**src/rtl/bit_timer.sv**
```systemverilog
// bit_timer: segmented bit-period timer.
//
// A bit period is split into NSEG segments whose lengths come from seg_len.
// While running, count_out counts 1..L inside the current segment. At the end
// of each segment seg_strobe pulses and seg_idx advances. At the end of the
// last segment period_done pulses and bit_count advances. At the end of the
// last bit of a frame frame_done pulses, and the timer either stops
// (oneshot=1) or carries on with the next frame.
//
// Ports
//   clk          sole clock, rising edge
//   rst          synchronous active-high reset
//   start        IDLE -> RUN request (ignored while running)
//   enable       advance qualifier while running
//   clear        synchronous return to IDLE
//   resync       phase realignment pulse (RUN only)
//   oneshot      1 = stop after one frame, 0 = continuous
//   seg_len      segment lengths, segment i at [i*CNT_W +: CNT_W] (0 acts as 1)
//   resync_load  count loaded on resync (0 acts as 1)
//   frame_bits   bits per frame (0 acts as 1)
//   count_out    registered in-segment count
//   seg_idx      registered segment index
//   bit_count    registered completed-bit count within the frame
//   seg_strobe, period_done, frame_done, busy   decoded status
module bit_timer #(
  parameter int CNT_W = 5,
  parameter int NSEG  = 3,
  parameter int BIT_W = 4
) (
  input  logic                                     clk,
  input  logic                                     rst,
  input  logic                                     start,
  input  logic                                     enable,
  input  logic                                     clear,
  input  logic                                     resync,
  input  logic                                     oneshot,
  input  logic [NSEG*CNT_W-1:0]                    seg_len,
  input  logic [CNT_W-1:0]                         resync_load,
  input  logic [BIT_W-1:0]                         frame_bits,
  output logic [CNT_W-1:0]                         count_out,
  output logic [((NSEG > 1) ? $clog2(NSEG) : 1)-1:0] seg_idx,
  output logic [BIT_W-1:0]                         bit_count,
  output logic                                     seg_strobe,
  output logic                                     period_done,
  output logic                                     frame_done,
  output logic                                     busy
);

  localparam int SEG_W = (NSEG > 1) ? $clog2(NSEG) : 1;

  localparam logic [CNT_W-1:0] CNT_ZERO = {CNT_W{1'b0}};
  localparam logic [CNT_W-1:0] CNT_ONE  = CNT_W'(1'b1);
  localparam logic [SEG_W-1:0] SEG_ZERO = {SEG_W{1'b0}};
  localparam logic [SEG_W-1:0] SEG_ONE  = SEG_W'(1'b1);
  localparam logic [SEG_W-1:0] SEG_LAST = SEG_W'(NSEG - 1);
  localparam logic [BIT_W-1:0] BIT_ZERO = {BIT_W{1'b0}};
  localparam logic [BIT_W-1:0] BIT_ONE  = BIT_W'(1'b1);

  typedef enum logic {
    IDLE = 1'b0,
    RUN  = 1'b1
  } state_t;

  state_t             state_r;
  state_t             state_nxt_s;
  logic [CNT_W-1:0]   cnt_r;
  logic [CNT_W-1:0]   cnt_nxt_s;
  logic [SEG_W-1:0]   seg_r;
  logic [SEG_W-1:0]   seg_nxt_s;
  logic [BIT_W-1:0]   bit_r;
  logic [BIT_W-1:0]   bit_nxt_s;

  logic [CNT_W-1:0]   len_raw_s;
  logic [CNT_W-1:0]   len_s;
  logic [CNT_W-1:0]   load_s;
  logic [BIT_W-1:0]   frame_len_s;
  logic               run_s;
  logic               term_s;
  logic               strobe_s;
  logic               last_seg_s;
  logic               last_bit_s;

  // Current segment length and the terminal/strobe decode.
  always_comb begin
    len_raw_s = CNT_ZERO;
    // OR-mux over the valid segments only; seg_r never exceeds NSEG-1.
    for (int i = 0; i < NSEG; i++) begin
      len_raw_s = len_raw_s | ((seg_r == SEG_W'(i)) ? seg_len[i*CNT_W +: CNT_W] : CNT_ZERO);
    end
    len_s       = (len_raw_s == CNT_ZERO) ? CNT_ONE : len_raw_s;
    load_s      = (resync_load == CNT_ZERO) ? CNT_ONE : resync_load;
    frame_len_s = (frame_bits == BIT_ZERO) ? BIT_ONE : frame_bits;
    run_s       = (state_r == RUN);
    last_seg_s  = (seg_r == SEG_LAST);
    last_bit_s  = (bit_r == (frame_len_s - BIT_ONE));
    // ">=" so a length shortened below the running count ends the segment.
    term_s      = run_s & enable & (cnt_r >= len_s);
    // Higher-priority controls in the same cycle suppress every strobe.
    strobe_s    = term_s & ~rst & ~clear & ~resync;
  end

  // Next-state, counter and segment/bit sequencing.
  always_comb begin
    state_nxt_s = state_r;
    cnt_nxt_s   = cnt_r;
    seg_nxt_s   = seg_r;
    bit_nxt_s   = bit_r;
    if (clear) begin
      state_nxt_s = IDLE;
      cnt_nxt_s   = CNT_ZERO;
      seg_nxt_s   = SEG_ZERO;
      bit_nxt_s   = BIT_ZERO;
    end else begin
      case (state_r)
        IDLE: begin
          cnt_nxt_s = CNT_ZERO;
          seg_nxt_s = SEG_ZERO;
          bit_nxt_s = BIT_ZERO;
          if (start) begin
            state_nxt_s = RUN;
            cnt_nxt_s   = CNT_ONE;
          end else begin
            state_nxt_s = IDLE;
          end
        end
        RUN: begin
          if (resync) begin
            cnt_nxt_s = load_s;
            seg_nxt_s = SEG_ZERO;
          end else if (!enable) begin
            cnt_nxt_s = cnt_r;
          end else if (term_s) begin
            cnt_nxt_s = CNT_ONE;
            seg_nxt_s = last_seg_s ? SEG_ZERO : (seg_r + SEG_ONE);
            if (last_seg_s) begin
              if (last_bit_s) begin
                bit_nxt_s = BIT_ZERO;
                if (oneshot) begin
                  state_nxt_s = IDLE;
                  cnt_nxt_s   = CNT_ZERO;
                  seg_nxt_s   = SEG_ZERO;
                end else begin
                  state_nxt_s = RUN;
                end
              end else begin
                bit_nxt_s = bit_r + BIT_ONE;
              end
            end else begin
              bit_nxt_s = bit_r;
            end
          end else begin
            // cnt_r < len_s here, so this never overflows the counter.
            cnt_nxt_s = cnt_r + CNT_ONE;
          end
        end
        default: begin
          state_nxt_s = IDLE;
          cnt_nxt_s   = CNT_ZERO;
          seg_nxt_s   = SEG_ZERO;
          bit_nxt_s   = BIT_ZERO;
        end
      endcase
    end
  end

  // State and counter registers with synchronous reset.
  always_ff @(posedge clk) begin
    if (rst) begin
      state_r <= IDLE;
      cnt_r   <= CNT_ZERO;
      seg_r   <= SEG_ZERO;
      bit_r   <= BIT_ZERO;
    end else begin
      state_r <= state_nxt_s;
      cnt_r   <= cnt_nxt_s;
      seg_r   <= seg_nxt_s;
      bit_r   <= bit_nxt_s;
    end
  end

  assign count_out   = cnt_r;
  assign seg_idx     = seg_r;
  assign bit_count   = bit_r;
  assign seg_strobe  = strobe_s;
  assign period_done = strobe_s & last_seg_s;
  assign frame_done  = strobe_s & last_seg_s & last_bit_s;
  assign busy        = run_s & ~rst;

endmodule

```
**config.mk**
```make
export PLATFORM = sky130hd
export DESIGN_NAME = bit_timer
export DESIGN_NICKNAME = d
export VERILOG_FILES = /design/src/rtl/bit_timer.sv
export SDC_FILE = /design/constraint.sdc
export NUM_CORES = 1
export LEC_CHECK = 0
export BUFFER_PORTS_ARGS = -buffer_cell sky130_fd_sc_hd__clkbuf_2
export CAP_MARGIN = 30
export CORE_UTILIZATION = 51
export DETAILED_ROUTE_END_ITERATION = 10
export PLACE_DENSITY_LB_ADDON = 0.15
export SYNTH_ARGS = -nofsm -noshare
export SYNTH_HDL_FRONTEND = slang
export SYNTH_SLANG_ARGS = --single-unit
```
**constraint.sdc**
```tcl
create_clock -name clk -period 5.1 [get_ports clk]
set_input_delay 1.02 -clock clk [delete_from_list [all_inputs] [get_ports clk]]
set_output_delay 1.02 -clock clk [all_outputs]
set_load 0.02 [all_outputs]
```
==> results.md, run 1 <==
- Startpoint Class: primary input
- VDD IR max: roughly 180 uV
- Number of vias in the routed layout: between 1000 and 1500
- Maximum number of pins on one net before global-route repair: 17
- Port Buffers: between 40 and 50
- Outcome: finished, final reports clean
- DRC Markers: 0
- Ys async rst share: 0%
- Final setup viols: 0
- Crit path from: seg_len[8]
- Iter 0 DRT Violations: 13
- Antenna Nets Post-Route: 0
- Syn Nets: ~180
- Die height: 48.1 um
- Final Hold Vio Count: 0
- Placed cell area: 1320 um2
- CTS H-Tree Depth: 1
- CTS Root Cell: clkbuf_4
- Layout cells sized above 1: between 30% and 40%
- Top_reg_cell synth: dfxtp_1
- Vias in the first global route: between 900 and 1000
- Global-route wire length before repair: between 3 and 4 mm
- Slew @ Worst Pin: 0.449 ns
- Classification of the worst setup path: primary input to output port
- Clock sink count: 12
- CP endpoint kind: output port
- Post-synthesis sequential element count: 12
- Worst skew pair latency: 0.27 ns
- Min-delay src: bit_count[1]
- Hold crit path type: flop to flop
- Total GRT Usage: between 20% and 30%
- Clk slew on worst S/H paths: around 0.070 ns
- Clock skew: 0.000477 ns
- Most common cell after layout, fill and taps aside: clkbuf_2
- Sequential share of the synthesized area: between 20% and 30%
- Post-route design area: ~1400 um2
- Critical-path cell list: clkbuf_2, mux2i_1, nor2_1, a21oi_1, nand4_1, o211ai_1, ha_1, nor2b_1, o21ai_0, a22oi_4, nor2_2, nand3_1, nor2_1, clkbuf_2
- Initial antenna violation count: 0
- Pwr per Cell Area: 160 nW/um2
- Grt ovf: 0
- Yosys top cell area share: 22.1%
- Cells after Synth: 139
- Post-CTS setup repair buffer count: 0
- Max Clock Freq: about 250 MHz
- Commonest non-fill, non-tap cells in the layout: clkbuf_2, nor2_1, a21oi_1
- Num CTS Buffers: 3
- Number of synthesized flops with an enable pin: 0
- Post-Route Setup TNS: 0 ns
- Crit Path Max Fanout: 9
- WL per Instance: around 12 um
- Avg Cell Area, Syn: 7.81 um2
- WHS: between 0.5 and 0.6 ns
- Unique masters post-synth: 46
- Final GP Congestion: approximately 0.8
- Post-detail-place hpwl: 2.04 mm
- CP max stage delay: 0.34 ns
- Placed cells: between 200 and 250
- Starting Density: 54.8%
- Slowest cell on crit path: o21ai_0
- WP data required: 4.08 ns
- Synth Cell Area: 1090 um2
- Critical R2R Launch: seg_idx[0]
- Post-Layout Cell Count: 211
- Max-slew violations: 0
- Critical path buffers and inverters: 2
- Num ports: between 40 and 50
- Hold Buf Count CTS: 0
- Worst Path Arrival: a little over 3 ns
- Vias per cell: approximately 5.5
- Core area: 1980 um2
- Final WL: around 2.5 mm
- # nets final: roughly 220
- Die Span X: ~48 um
- Relative slew margins: between 60% and 70%
- Cell taking the most area after synthesis: dfxtp_1
- Die area: ~2300 um2
- TritonCTS clock tree: yes
- Max clock buf depth: 2
- Max-cap viol count: 0
- Layout area overhead: 24.7%
- Row count: 16
- Synth Warn #: 0
- Crit path time final: approximately 4 ns
- Pleak: ~0.61 nW
- RSZ-0062 raised after global routing: false
- Family with the most delay on the worst path: compound AO/OA/AOI/OAI gates
- Cts repair resizes: 0
- Ant. Diodes: 0
- Synth top area cells: dfxtp_1, ha_1, a21oi_1
- Tcrit/Tclk final: approximately 80%
- Initial DRT Pass Iterations: 4
-- where the power goes --
part | internal (mW) | total, mW | switching [mW]
sequential | 0.0948 | 0.0974 | 0.00263
combinational | 0.0216 | 0.0448 | 0.0231
clock | 0.0434 | 0.0746 | 0.0312
total | 0.160 | 0.217 | 0.0569
-- state kept, by name (all words and copies together), names as in the netlist --
signal / flops
bit_count: 4
count_out: 5
seg_idx: 2
run_s: 1
-- cell usage after synthesis (2+ instances only) --
cell type,instances
nor2b_1,2
nand4_1,2
buf_2,2
xor2_1,4
and2b_1,2
mux2i_1,5
ha_1,8
o21ai_0,4
dfxtp_1,12
inv_1,4
nor2_1,17
nor3b_1,3
nand2_1,9
a31oi_1,4
nor3_1,6
nand3_1,9
xnor2_1,2
a2bb2oi_1,4
a21oi_1,13
-- worst min-delay path: cells and delay by family, from the launching register on --
| family | cells | cell delay, ns |
|---|---|---|
| flip-flops | 1 | 0.37 |
| AND/OR/NAND/NOR | 1 | 0.08 |
| AO/OA/AOI/OAI | 1 | 0.05 |
-- cell families after synthesis --
kind of cell	synth area share (%)
buffers and inverters	3.92
adder cells (fa/ha/maj)	9.22
XOR/XNOR	4.84
flip-flops	22.1
AND/OR/NAND/NOR	31.3
AO/OA/AOI/OAI	24.0
multiplexers	4.61
-- layer usage --
layer,wire length (um),track usage [%],vias to the layer above
li1,-,-,612
met1,1200,29.1,515
met2,1130,39.5,35
met3,131,6.67,0
met4,0,2.22,0
met5,0,0,-
-- worst paths after layout --
path                  end  slack (ns)  cells past startpoint
max            frame_done        1.06                     14
min          bit_count[1]        0.54                      2
max reg2reg  count_out[2]        2.44                     11
min reg2reg  bit_count[1]        0.54                      2
-- cell type report --
cell class	instances	area (um2)
fill	175	628
inverter	4	15.0
clock buffer	4	36.3
multi-input combinational	119	803
sequential	12	240
tap	27	33.8
timing repair buffer	45	225
-- through the flow --
step                      util (%)  setup slack (ns)  power, mW
after floorplan                  -              1.38      0.125
after global placement        66.5              1.17      0.143
after detailed placement      66.5              1.05      0.144
after CTS                     68.3              1.05      0.219
after global routing          68.3             0.792      0.228
final                         68.3              1.06      0.217
Note: power is estimated with default switching activity, not from simulation.
==> run 2, diff against run 1 <==
- CORE_UTILIZATION: 51 -> 47
- clock period: 5.1 -> 4.1 ns (I/O delays scaled with it)
==> run 2 against run 1 <==
Net effect:
- non-clock buffer count stayed put
- register-to-register slack worse by 1.1 ns
- sequential power is 24% higher
==> results.md, run 2 (synthesized netlist as in run 1, its figures left out) <==
- Vias per cell: 5.64 (+2.4%)
- Crit Path Max Fanout: 11 (+2)
- Final setup viols: 0 (unchanged)
- Core Util, Final: 61.2% (-7.1 points)
- VDD IR max: 136 uV (-24%)
- Max Clock Freq: between 200 and 300 MHz
- Iter 0 DRT Violations: 28 (+15)
- Clk slew on worst S/H paths: 0.06 ns (about the same)
- Post-detail-place hpwl: 2.14 mm (+4.8%)
- DRC Markers: 0 (unchanged)
- Row count: 17 (+1)
- Antenna Nets Post-Route: 0 (unchanged)
- CTS Root Cell: clkbuf_4
- WP data required: 3.28 ns (-0.80 ns)
- Reg2Reg Setup Slack: 1.36 ns (-1.08 ns)
- Max FFs per register: 5 (unchanged)
- Hold Buf Count CTS: 0 (unchanged)
- Final WL: 2.66 mm (+7.9%)
- Relative slew margins: 69.8% (-0.24 points)
- Hold crit path type: flop to flop
- Outcome: finished, final reports clean
- Hold depth: 2 (unchanged)
- Max-cap viol count: 0 (unchanged)
- Crit path time final: 3.74 ns
- Max clock buf depth: 2 (unchanged)
- Starting Density: 49.6% (-5.2 points)
- Post-Layout Cell Count: 211 (unchanged)
- Clock skew: 0.00568 ns (+0.00520 ns)
- Ant. Diodes: 0 (unchanged)
- TritonCTS clock tree: yes
- Cts repair resizes: 0 (unchanged)
- Slew @ Worst Pin: 0.453 ns (+0.00357 ns)
- Classification of the worst setup path: flop to output port
- CTS H-Tree Depth: 1 (unchanged)
- Die height: 50.1 um (+4.0%)
- Initial antenna violation count: 0 (unchanged)
- Maximum number of pins on one net before global-route repair: 17 (unchanged)
- Total GRT Usage: 22.4% (-0.48 points)
- Max-slew violations: 0 (unchanged)
- Global-route wire length before repair: 4.35 mm (+15%)
- Layout cells sized above 1: 32.2% (-0.37 points)
- Port Buffers: 45 (unchanged)
- Die area: 2510 um2 (+8.2%)
- Pwr per Cell Area: 185 nW/um2 (+16%)
- Core area: 2190 um2 (+11%)
- Path depth of the worst reg2reg path: 12 (+1)
- Most common cell after layout, fill and taps aside: clkbuf_2
- Placed cells: 208 (+0.48%)
- Startpoint Class: flop
- Grt ovf: 0 (unchanged)
- # nets final: 224 (unchanged)
- Worst Path Arrival: 2.92 ns (-0.10 ns)
- Final GP Congestion: 0.795 (+1.6%)
- Clock sink count: 12 (unchanged)
- Num CTS Buffers: 3 (unchanged)
- Routed wl met3: 142 um (+8.4%)
- Final Hold Vio Count: 0 (unchanged)
- Post-CTS setup repair buffer count: 0 (unchanged)
- Worst skew pair latency: 0.28 ns (about the same)
- WHS: 0.520 ns (-0.0227 ns)
- Tcrit/Tclk final: 91.1%
- Post-Route Setup TNS: 0 ns (unchanged)
- Number of vias in the routed layout: 1190 (+2.4%)
- Metal-1 WL: 1.20 mm (about the same)
- Pleak: 0.604 nW (-1.2%)
- WL per Instance: 12.6 um (+7.9%)
- Layout area overhead: 23.5%
- RSZ-0062 raised after global routing: false
- Vias in the first global route: 1057 (+11%)
- Max Used Layer: met4
- CP endpoint kind: output port
- Initial DRT Pass Iterations: 4 (unchanged)
- Commonest non-fill, non-tap cells in the layout: clkbuf_2, nor2_1, a21oi_1
- Num ports: 46 (unchanged)
- Die Span X: 50.1 um (+4.0%)
- WL met2: 1.28 mm (+13%)
## run 2: where the power goes
part / internal [mW] / total, mW / switching, mW
logic: 0.0269 / 0.0561 / 0.0292
registers: 0.118 / 0.121 / 0.00313
clock network: 0.0341 / 0.0712 / 0.0372
total: 0.179 / 0.248 / 0.0695
## run 2: area by class of cell
cell class              count  area, um2
clock buffers               3       22.5
fillers                   213        850
inverters                   4       15.0
multi-input cells         119        803
flip-flops and latches     12        240
well taps                  28       35.0
repair buffers             45        225
## run 2: worst paths after layout
| path | start | end |
|---|---|---|
| min reg2reg | bit_count[1] | bit_count[1] |
| min | bit_count[1] | bit_count[1] |
| max | seg_idx[0] | frame_done |
| max reg2reg | seg_idx[0] | bit_count[2] |
## run 2: through the flow
stage          setup slack, ns  power (mW)  area (um2)
2_1_floorplan            0.771       0.156        1090
3_3_place_gp             0.542       0.178        1320
3_5_place_dp             0.436       0.180        1320
4_1_cts                  0.343       0.251        1340
5_1_grt                  0.110       0.263        1340
6_report                 0.363       0.248        1340
## run 2: critical path, stage by stage (launching register included)
cell and delay [ns]:
dfxtp_1 0.59, mux2i_1 0.24, nor2_1 0.06, a21oi_1 0.23
nand4_1 0.12, o211ai_1 0.10, ha_1 0.14, nor2b_1 0.04
o21ai_0 0.36, a22oi_4 0.16, nor2_2 0.18, nand3_1 0.12
nor2_1 0.12, clkbuf_2 0.18
## run 2: metal layers
layer / vias to the layer above / GRT usage (%)
met4: 0 / 8.10
met3: 7 / 6.48
met2: 37 / 36.4
li1: 607 / -
met5: - / 0
met1: 539 / 27.5
==> run 3, diff against run 2 <==
- PLACE_DENSITY: default -> 0.81
- PLACE_DENSITY_LB_ADDON: 0.15 -> default
==> run 3 against run 2 <==
Net effect:
- clock skew rose by 0.0037 ns
- wire length rose by 3.2%
- worst setup slack improved by 0.033 ns
- via count rose by 0.42%
- highest routed layer unchanged
==> results.md, run 3 (synthesized netlist as in run 1, its figures left out) <==
- Final Worst Setup Slack: 0.396 ns (+0.0328 ns)
- # nets final: 224 (unchanged)
- Core area: 2190 um2 (unchanged)
- TritonCTS clock tree: yes
- Most common cell after layout, fill and taps aside: clkbuf_2
- Place WS: 0.394 ns (-0.0413 ns)
- Reg2reg end: count_out[3]
- Maximum number of pins on one net before global-route repair: 17 (unchanged)
- DRC Markers: 0 (unchanged)
- Starting Density: 49.6% (unchanged)
- Commonest non-fill, non-tap cells in the layout: clkbuf_2, nor2_1, a21oi_1
- Final Hold Vio Count: 0 (unchanged)
- Hold Buf Count CTS: 0 (unchanged)
- Clk slew on worst S/H paths: 0.08 ns (+0.02 ns)
- Slowest cell on crit path: o21ai_0
- RSZ-0062 raised after global routing: false
- Post-Route Setup TNS: 0 ns (unchanged)
- WP data required: 3.28 ns (about the same)
- Critical path buffers and inverters: 2 (+1)
- Vias in the first global route: 1088 (+2.9%)
- Critical-path cell list: clkbuf_2, mux2i_1, nor2_1, a21oi_1, nand4_1, o211ai_1, ha_1, nor2b_1, o21ai_0, a22oi_4, nor2_2, nand3_1, nor2_1, clkbuf_2
- Num ports: 46 (unchanged)
- Number of vias in the routed layout: 1195 (+0.42%)
- WL per Instance: 12.9 um (+2.7%)
- Hold crit path type: flop to flop
- WHS: 0.537 ns (+0.0176 ns)
- Clock skew: 0.00942 ns (+0.00374 ns)
- Initial DRT Pass Iterations: 5 (+1)
- Die area: 2510 um2 (unchanged)
- Final WL: 2.74 mm (+3.2%)
- Max-slew violations: 0 (unchanged)
- VDD IR max: 110 uV (-20%)
- Crit path time final: 3.70 ns (-0.0328 ns)
- Post-detail-place hpwl: 2.25 mm (+5.5%)
- Min-delay src: bit_count[1]
- Global-route wire length before repair: 4.59 mm (+5.5%)
- Max clock buf depth: 2 (unchanged)
- Family with the most delay on the worst path: compound AO/OA/AOI/OAI gates
- Final setup viols: 0 (unchanged)
- Grt ovf: 0 (unchanged)
- Reg2Reg Setup Slack: 1.38 ns (+0.02 ns)
- Total GRT Usage: 23.8% (+1.4 points)
- Worst Path Arrival: 2.88 ns (-0.04 ns)
- Power consumption: 0.270 mW (+8.8%)
- Worst skew pair latency: 0.27 ns (about the same)
- Hold EP: bit_count[1]
- Crit Path Max Fanout: 9 (-2)
- Pwr per Cell Area: 199 nW/um2 (+7.6%)
- Num CTS Buffers: 3 (unchanged)
- Path depth of the worst reg2reg path: 11 (-1)
- Iter 0 DRT Violations: 26 (-7.1%)
- Clock sink count: 12 (unchanged)
- Max FFs per register: 5 (unchanged)
- Die height: 50.1 um (unchanged)
- Initial antenna violation count: 0 (unchanged)
- Outcome: finished, final reports clean
- Port Buffers: 45 (unchanged)
- Layout cells sized above 1: 33.2% (+0.91 points)
- Row count: 17 (unchanged)
- Critical R2R Launch: seg_idx[1]
- Layout area overhead: 24.9%
- Startpoint Class: primary input
- CTS Root Cell: clkbuf_4
- Classification of the worst setup path: primary input to output port
- CP endpoint kind: output port
- Slew @ Worst Pin: 0.448 ns (-0.00437 ns)
- Hold depth: 2 (unchanged)
- # fillers: 220 (+3.3%)
- Final GP Congestion: 0.839 (+5.6%)
- Max Clock Freq: 270 MHz (+0.89%)
- Die Span X: 50.1 um (unchanged)
- Max-cap viol count: 0 (unchanged)
- Pleak: 0.612 nW (+1.3%)
- Ant. Diodes: 0 (unchanged)
- CTS H-Tree Depth: 1 (unchanged)
- Antenna Nets Post-Route: 0 (unchanged)
- Tcrit/Tclk final: 90.3% (-0.80 points)
- Vias per cell: 5.64 (about the same)
- CP max stage delay: 0.36 ns (-0.23 ns)
- Relative slew margins: 70.0% (+0.29 points)
## run 3: cell types whose count changed in the layout (fill, tap and decap cells not counted)
cell and delta:
clkbuf_8 +1, dfxtp_1 -1, dfxtp_2 +1
## run 3: worst max path at each step
stage | from | endpoint | slack [ns] | depth (start not counted)
floorplan | seg_idx[1] | frame_done | 0.77 | 12
global placement | seg_len[8] | frame_done | 0.57 | 14
detailed placement | seg_len[7] | frame_done | 0.39 | 14
CTS | seg_idx[0] | frame_done | 0.29 | 13
global route | seg_len[7] | frame_done | 0.10 | 14
finish | seg_len[7] | frame_done | 0.40 | 14
## run 3: per-stage QoR
stage                     instances  util, %  cell area, um2
final                           212     61.9            1360
after global placement          208     60.2            1320
after detailed placement        208     60.2            1320
after floorplan                 139        -            1090
after global routing            212     61.9            1360
after CTS                       212     61.9            1360
## run 3: timing repair
item / in CTS / in global routing
endpoints found under the hold margin: 0 / 0
gates resized for setup: 0 / 1
setup buffers: 0 / 0
endpoints found under the setup margin: 0 / 1
## run 3: per-layer routing
| layer | wire length [um] | vias up | global-route usage (%) |
|---|---|---|---|
| li1 | - | 602 | - |
| met1 | 1160 | 552 | 28.0 |
| met2 | 1440 | 39 | 42.2 |
| met3 | 128 | 2 | 4.01 |
| met4 | 17 | 0 | 9.05 |
| met5 | 0 | - | 0 |
## run 3: where the power goes
| group | switching (mW) | internal, mW | total (mW) |
|---|---|---|---|
| Clock | 0.0384 | 0.0539 | 0.0923 |
| Combinational | 0.0297 | 0.0271 | 0.0568 |
| Sequential | 0.00318 | 0.118 | 0.121 |
## run 3: cell type report
| class | count | area, um2 | area share (%) |
|---|---|---|---|
| sequential | 12 | 241 | 17.8 |
| tap | 28 | 35.0 | 2.58 |
| multi-input combinational | 119 | 803 | 59.2 |
| inverter | 4 | 15.0 | 1.11 |
| clock buffer | 4 | 36.3 | 2.68 |
| timing repair buffer | 45 | 225 | 16.6 |
## run 3: tightest hold or removal path: stages, from the launching register on
cell     delay, ns
dfxtp_1       0.36
nand2_1       0.08
a21oi_1       0.05
